File: src/rtl/oka_32bit_seq_ctrl.sv
// oka_32bit_seq_ctrl
// Area-reduced 32x32 carry-less (GF(2)[x]) multiplier producing a 63-bit
// product. A single shared 16x16 carry-less core is time-multiplexed over
// three issue cycles using Karatsuba over GF(2):
//   z0 = al*bl, z1 = (al^ah)*(bl^bh), z2 = ah*bh
//   y  = z0 ^ ((z0^z1^z2) << 16) ^ (z2 << 32)
// One transaction is in flight at a time. Latency is fixed: out_valid rises
// 4+MUL_LAT cycles after the accept edge.
//
// Parameters:
//   MUL_LAT   register stages on the shared multiplier output (0..2)
// Ports:
//   clk       clock, rising edge
//   rst       synchronous active-high reset
//   in_valid  operand pair valid
//   in_ready  block can accept operands
//   a, b      32-bit operands (bit i = coefficient of x^i)
//   out_valid product valid
//   out_ready consumer accepts product
//   y         63-bit carry-less product
//   busy      high whenever the FSM is not in IDLE
module oka_32bit_seq_ctrl #(
  parameter int MUL_LAT = 0
) (
  input  logic        clk,
  input  logic        rst,
  input  logic        in_valid,
  output logic        in_ready,
  input  logic [31:0] a,
  input  logic [31:0] b,
  output logic        out_valid,
  input  logic        out_ready,
  output logic [62:0] y,
  output logic        busy
);

  typedef enum logic [2:0] {IDLE, I0, I1, I2, WAIT, DONE} state_t;

  localparam bit         HAS_WAIT  = (MUL_LAT > 0);
  localparam logic [1:0] WAIT_LAST = (MUL_LAT > 0) ? 2'(MUL_LAT - 1) : 2'd0;

  state_t      state;
  state_t      next_state;

  logic [31:0] a_q;
  logic [31:0] b_q;
  logic [30:0] z0;
  logic [30:0] z1;
  logic [62:0] y_q;
  logic [1:0]  wait_cnt;
  logic        out_valid_q;

  logic        accept;
  logic        handshake;

  logic [15:0] mul_a;
  logic [15:0] mul_b;
  logic [30:0] mul_p;
  logic        issue_vld;
  logic [1:0]  issue_tag;

  logic        cap_vld;
  logic [1:0]  cap_tag;
  logic [30:0] cap_p;
  logic [62:0] y_next;

  // Shared 16x16 carry-less core.
  function automatic logic [30:0] clmul16(input logic [15:0] x, input logic [15:0] m);
    logic [30:0] acc;
    acc = '0;
    for (int i = 0; i < 16; i++) begin
      if (m[i]) acc = acc ^ ({15'b0, x} << i);
    end
    return acc;
  endfunction

  // out_valid is a registered flag set one cycle after entering DONE, which
  // lands exactly one edge after the z2 capture has loaded y.
  assign handshake = out_valid_q & out_ready;
  assign in_ready  = (state == IDLE) | ((state == DONE) & handshake);
  assign accept    = in_valid & in_ready;
  assign out_valid = out_valid_q;
  assign y         = y_q;
  assign busy      = (state != IDLE);

  // Operand selection for the shared core; the tag travels with the product
  // so the capture stage knows which Karatsuba term arrived.
  always_comb begin
    mul_a     = '0;
    mul_b     = '0;
    issue_vld = 1'b0;
    issue_tag = 2'd0;
    case (state)
      I0: begin
        mul_a     = a_q[15:0];
        mul_b     = b_q[15:0];
        issue_vld = 1'b1;
        issue_tag = 2'd0;
      end
      I1: begin
        mul_a     = a_q[15:0] ^ a_q[31:16];
        mul_b     = b_q[15:0] ^ b_q[31:16];
        issue_vld = 1'b1;
        issue_tag = 2'd1;
      end
      I2: begin
        mul_a     = a_q[31:16];
        mul_b     = b_q[31:16];
        issue_vld = 1'b1;
        issue_tag = 2'd2;
      end
      default: ;
    endcase
  end

  assign mul_p = clmul16(mul_a, mul_b);

  // Optional output pipeline of the shared core.
  generate
    if (MUL_LAT == 0) begin : g_no_pipe
      assign cap_vld = issue_vld;
      assign cap_tag = issue_tag;
      assign cap_p   = mul_p;
    end else begin : g_pipe
      logic [MUL_LAT-1:0] vld_pipe;
      logic [1:0]         tag_pipe  [MUL_LAT];
      logic [30:0]        prod_pipe [MUL_LAT];

      always_ff @(posedge clk) begin
        if (rst) begin
          vld_pipe <= '0;
          for (int i = 0; i < MUL_LAT; i++) begin
            tag_pipe[i]  <= 2'd0;
            prod_pipe[i] <= '0;
          end
        end else begin
          vld_pipe[0]  <= issue_vld;
          tag_pipe[0]  <= issue_tag;
          prod_pipe[0] <= mul_p;
          for (int i = 1; i < MUL_LAT; i++) begin
            vld_pipe[i]  <= vld_pipe[i-1];
            tag_pipe[i]  <= tag_pipe[i-1];
            prod_pipe[i] <= prod_pipe[i-1];
          end
        end
      end

      assign cap_vld = vld_pipe[MUL_LAT-1];
      assign cap_tag = tag_pipe[MUL_LAT-1];
      assign cap_p   = prod_pipe[MUL_LAT-1];
    end
  endgenerate

  // z2 is never stored: it feeds the combine directly on the edge it arrives.
  assign y_next = {32'b0, z0}
                ^ {16'b0, (z0 ^ z1 ^ cap_p), 16'b0}
                ^ {cap_p, 32'b0};

  // Next-state logic.
  always_comb begin
    next_state = state;
    case (state)
      IDLE: if (accept) next_state = I0;
      I0:   next_state = I1;
      I1:   next_state = I2;
      I2:   next_state = HAS_WAIT ? WAIT : DONE;
      WAIT: if (wait_cnt == WAIT_LAST) next_state = DONE;
      DONE: begin
        if (handshake) next_state = accept ? I0 : IDLE;
      end
      default: next_state = IDLE;
    endcase
  end

  // State, operand latches, term capture and result register.
  always_ff @(posedge clk) begin
    if (rst) begin
      state       <= IDLE;
      a_q         <= '0;
      b_q         <= '0;
      z0          <= '0;
      z1          <= '0;
      y_q         <= '0;
      wait_cnt    <= 2'd0;
      out_valid_q <= 1'b0;
    end else begin
      state <= next_state;

      if (accept) begin
        a_q <= a;
        b_q <= b;
      end

      if (state == I2)        wait_cnt <= 2'd0;
      else if (state == WAIT) wait_cnt <= wait_cnt + 2'd1;

      if (cap_vld) begin
        case (cap_tag)
          2'd0:    z0  <= cap_p;
          2'd1:    z1  <= cap_p;
          2'd2:    y_q <= y_next;
          default: ;
        endcase
      end

      if (handshake)          out_valid_q <= 1'b0;
      else if (state == DONE) out_valid_q <= 1'b1;
    end
  end

endmodule

File: config.mk
export PLATFORM = sky130hd
export DESIGN_NAME = oka_32bit_seq_ctrl
export DESIGN_NICKNAME = d
export VERILOG_FILES = /design/src/rtl/oka_32bit_seq_ctrl.sv
export SDC_FILE = /design/constraint.sdc
export NUM_CORES = 1
export LEC_CHECK = 0
export BUFFER_PORTS_ARGS = -buffer_cell sky130_fd_sc_hd__buf_2
export CAP_MARGIN = 20
export CORE_ASPECT_RATIO = 0.6
export CORE_UTILIZATION = 49
export DETAILED_ROUTE_END_ITERATION = 10
export PLACE_DENSITY = 0.69
export SKIP_CTS_REPAIR_TIMING = 1
export SYNTH_ARGS = -nofsm -noshare
export SYNTH_HDL_FRONTEND = slang
export SYNTH_SLANG_ARGS = --single-unit
File: constraint.sdc
create_clock -name clk -period 5 [get_ports clk]
set_input_delay 1 -clock clk [delete_from_list [all_inputs] [get_ports clk]]
set_output_delay 1 -clock clk [all_outputs]
set_load 0.005 [all_outputs]
==> impl_metrics.py <==
metrics = {
    "synth": {
        "syn_nets": 1614,
        "yosys.area.top_type_share": 0.3199,
        "seq_area_frac_synth": 0.3199,
        "syn_inst": 1545,
        "syn_area_um2": 12200,
        "synth-seq-cells": 195,
        "synth_edf_count": 0,
        "synthTopCellsByArea": "dfxtp_1, xnor2_1, nand2_1",
        "avgSynthCellArea_um2": 7.899,
        "yosysWarnings": 0,
        "yosysTopAreaCell": "dfxtp_1",
        "async_flop_share": 0,
        "synth_ff_type": "dfxtp_1",
        "synth_cell_types": 41,
    },
    "layout": {
        "drive_above_1_share": 0.1270,
        "final_cell_area_um2": 13540,
        "nNetsFinal": 1670,
        "synthToLayoutAreaGrowth_pct": 10.92,
        "num_antenna_cells": 0,
        "final.fill_count": 2305,
    },
    "hold_path": {
        "worstHoldStart": "y[21]$_SDFFE_PP0P_",
        "worst_hold_path_type": "register to register",
        "hold_path_end": "y[21]$_SDFFE_PP0P_",
        "worstHoldPathCells": 2,
    },
    "job": {
        "maxCapViolCount": 0,
    },
    "setup_path": {
        "path_class": "register to register",
        "crit_buf_inv": 1,
        "slowest_stage": "dfxtp_2",
        "r2r.worst_path.cells": 10,
        "slowest_delay_ns": 0.87,
        "endpoint_kind": "register",
        "r2r_slack_ns": 0.96,
        "worst_setup_path_start_kind": "register",
        "path_delay_family": "XOR/XNOR gates",
        "regToRegStartpoint": "state[1]$_SDFFE_PP0P_",
        "required_ns": 5.38,
        "r2r-end": "y[36]$_SDFFE_PP0P_",
        "critPathArrivalTime_ns": 4.42,
        "worstPathCellList": "buf_4 -> nor3b_1 -> o21ai_1 -> a21oi_2 -> nand2_1 -> xor2_1 -> xnor2_1 -> xnor3_1 -> xor3_1 -> a211oi_1",
        "worstPathMaxFanout": 55,
    },
    "clocking": {
        "clkSinkCount": 195,
        "cts_tree": "built",
        "insertion_delay_ns": 0.46,
        "clkTransAtPathRegs_ns": 0.07,
        "htree_levels": 4,
        "cts_root_buffer": "clkbuf_16",
        "cts_made_buffers": 17,
        "clock_path_buffers": 2,
    },
    "route": {
        "drtIter0Drc": 1052,
        "drc": 0,
        "dr_total_vias": 10598,
        "vias_per_cell": 5.474,
        "dr.pass1.iters": 5,
        "drtAntennaViolNets": 0,
        "wirelength_um": 35090,
        "wl_per_cell_um": 18.13,
    },
    "sta": {
        "period_needed_ns": 4.042,
        "hold_viol": 0,
        "finalMaxSlewViolations": 0,
        "rsz0062_at_grt": "no",
        "setup_viol": 0,
        "maxSlewHeadroom": 0.3299,
        "skew_ns": 0.009601,
        "tightest_slew_ns": 0.9991,
        "fin_setup_tns_ns": 0,
        "layout_worst_path_cycle_share": 0.8083,
        "fmax_mhz": 247.4,
    },
    "place": {
        "io_buffers": 133,
        "dpl_cell_area_um2": 12890,
        "place_congestion": 0.9790,
        "dpl.hpwl_um": 24460,
    },
    "outcome": {
        "status": "finished, final reports clean",
    },
    "floorplanning": {
        "dieArea_um2": 25560,
        "die_x_um": 205.7,
        "core_um2": 24330,
        "die_h_um": 124.2,
        "boundaryPins": 134,
        "start_util": 0.5015,
        "num_rows": 44,
    },
    "grt": {
        "grt_max_degree": 116,
        "gr-total-overflow": 0,
        "grt_use_total": 0.2791,
        "grt_pass1_wl_um": 55010,
        "grt_pass1_vias": 9791,
        "antenna_found_initial": 0,
    },
    "power": {
        "power_density_nw_per_um2": 322.0,
        "leakage_nw": 4.929,
        "ir_worst_vdd_mv": 0.2482,
    },
}
sequential cells by signal (all words and copies together), names as in the netlist:
register	cells
wait_cnt	2
z1	31
state	3
y	63
b_q	32
z0	31
a_q	32
out_valid	1
per-layer routing:
layer,track usage,part of all wire,up-vias
met2,0.3961,0.41,402
met5,0,0,-
met1,0.4246,0.50,4992
met4,0.06100,0.014,0
met3,0.06171,0.080,47
li1,-,-,5157
area by class of cell:
| type | count | area [µm²] | share of cell area |
|---|---|---|---|
| Multi-Input combinational cell | 1228 | 7745 | 0.5721 |
| Inverter | 9 | 33.78 | 0.002496 |
| Sequential cell | 195 | 3908 | 0.2887 |
| Tap cell | 322 | 402.9 | 0.02976 |
| Clock inverter | 10 | 146.4 | 0.01081 |
| Clock buffer | 22 | 464.2 | 0.03429 |
| Timing Repair Buffer | 150 | 837.1 | 0.06184 |
where the power goes:
part | switching, mW | internal, mW | total [mW] | leakage, nW
Clock | 0.626 | 0.820 | 1.45 | 0.301
Sequential | 0.109 | 1.65 | 1.76 | 1.59
Combinational | 0.674 | 0.480 | 1.15 | 3.04
worst max path at each step:
stage | startpoint | endpoint | slack (ns) | depth (start not counted)
global route | state[1]$_SDFFE_PP0P_ | y[36]$_SDFFE_PP0P_ | 0.73 | 10
finish | state[1]$_SDFFE_PP0P_ | y[36]$_SDFFE_PP0P_ | 0.96 | 10
floorplan | state[1]$_SDFFE_PP0P_ | y[25]$_SDFFE_PP0P_ | 2.15 | 11
CTS | state[1]$_SDFFE_PP0P_ | y[44]$_SDFFE_PP0P_ | 1.04 | 10
global placement | state[1]$_SDFFE_PP0P_ | y[28]$_SDFFE_PP0P_ | 1.26 | 10
detailed placement | state[1]$_SDFFE_PP0P_ | y[44]$_SDFFE_PP0P_ | 1.06 | 10
cell usage after synthesis (2+ instances only):
master    number
xor2_1        42
nor3_1         2
nand3_1        3
nand3b_1       4
nor2b_1       30
mux2_2         3
buf_2         25
a211oi_1      80
nand2_1      300
a211o_1       33
xor3_1         2
nor2_1       273
and2b_1        5
buf_4          5
buf_6          7
nor2_2         2
nand2b_1       3
o31ai_1        2
or2_2          2
inv_1          9
clkbuf_1      65
a21oi_1      158
nor3b_1        2
buf_1         10
xnor2_2        5
xnor3_1       42
o21ai_0        5
xnor3_2        2
a211oi_2       3
o21ai_1        2
dfxtp_1      195
xnor2_1      215
cells by family (layout without fill, tap and decap cells):
kind of cell | count (synthesis) | in the layout | share of synthesized area
adder cells (fa/ha/maj) | 1 | 1 | 0.001025
AO/OA/AOI/OAI | 286 | 286 | 0.1467
buffers and inverters | 122 | 191 | 0.04685
XOR/XNOR | 308 | 308 | 0.2764
flip-flops | 195 | 195 | 0.3199
AND/OR/NAND/NOR | 630 | 630 | 0.2064
multiplexers | 3 | 3 | 0.002768
cells in the final DEF (no fill, tap or decap), drive strengths merged, types with 4 or more instances in the layout:
cell type,synthesis,layout
nand2,300,300
nor2,275,275
xnor2,220,220
dfxtp,195,195
a21oi,159,159
buf,48,150
a211oi,83,83
xnor3,44,44
xor2,42,42
a211o,33,33
nor2b,30,30
clkbuf,65,22
inv,9,12
o21ai,7,7
and2b,5,5
nand3b,4,4
clkinv,0,4
worst min-delay path, cell delays in order (launching register included):
cell	delay [ns]
dfxtp_1	0.31
nand2_1	0.05
a21oi_1	0.05
stage by stage:
| step | setup WS, ns | power, mW | cells | hold slack (ns) | utilization |
|---|---|---|---|---|---|
| 6_report | 0.9584 | 4.359 | 1936 | 0.4480 | 0.5563 |
| 3_3_place_gp | 1.256 | 2.899 | 1902 | 0.4390 | 0.5296 |
| 4_1_cts | 1.043 | 4.361 | 1934 | 0.4536 | 0.5547 |
| 2_1_floorplan | 2.147 | 2.639 | 1545 | 0.4368 | - |
| 3_5_place_dp | 1.064 | 2.915 | 1902 | 0.4439 | 0.5296 |
| 5_1_grt | 0.7321 | 4.555 | 1936 | 0.4733 | 0.5563 |
No activity file was read; power rests on OpenSTA's default activity.
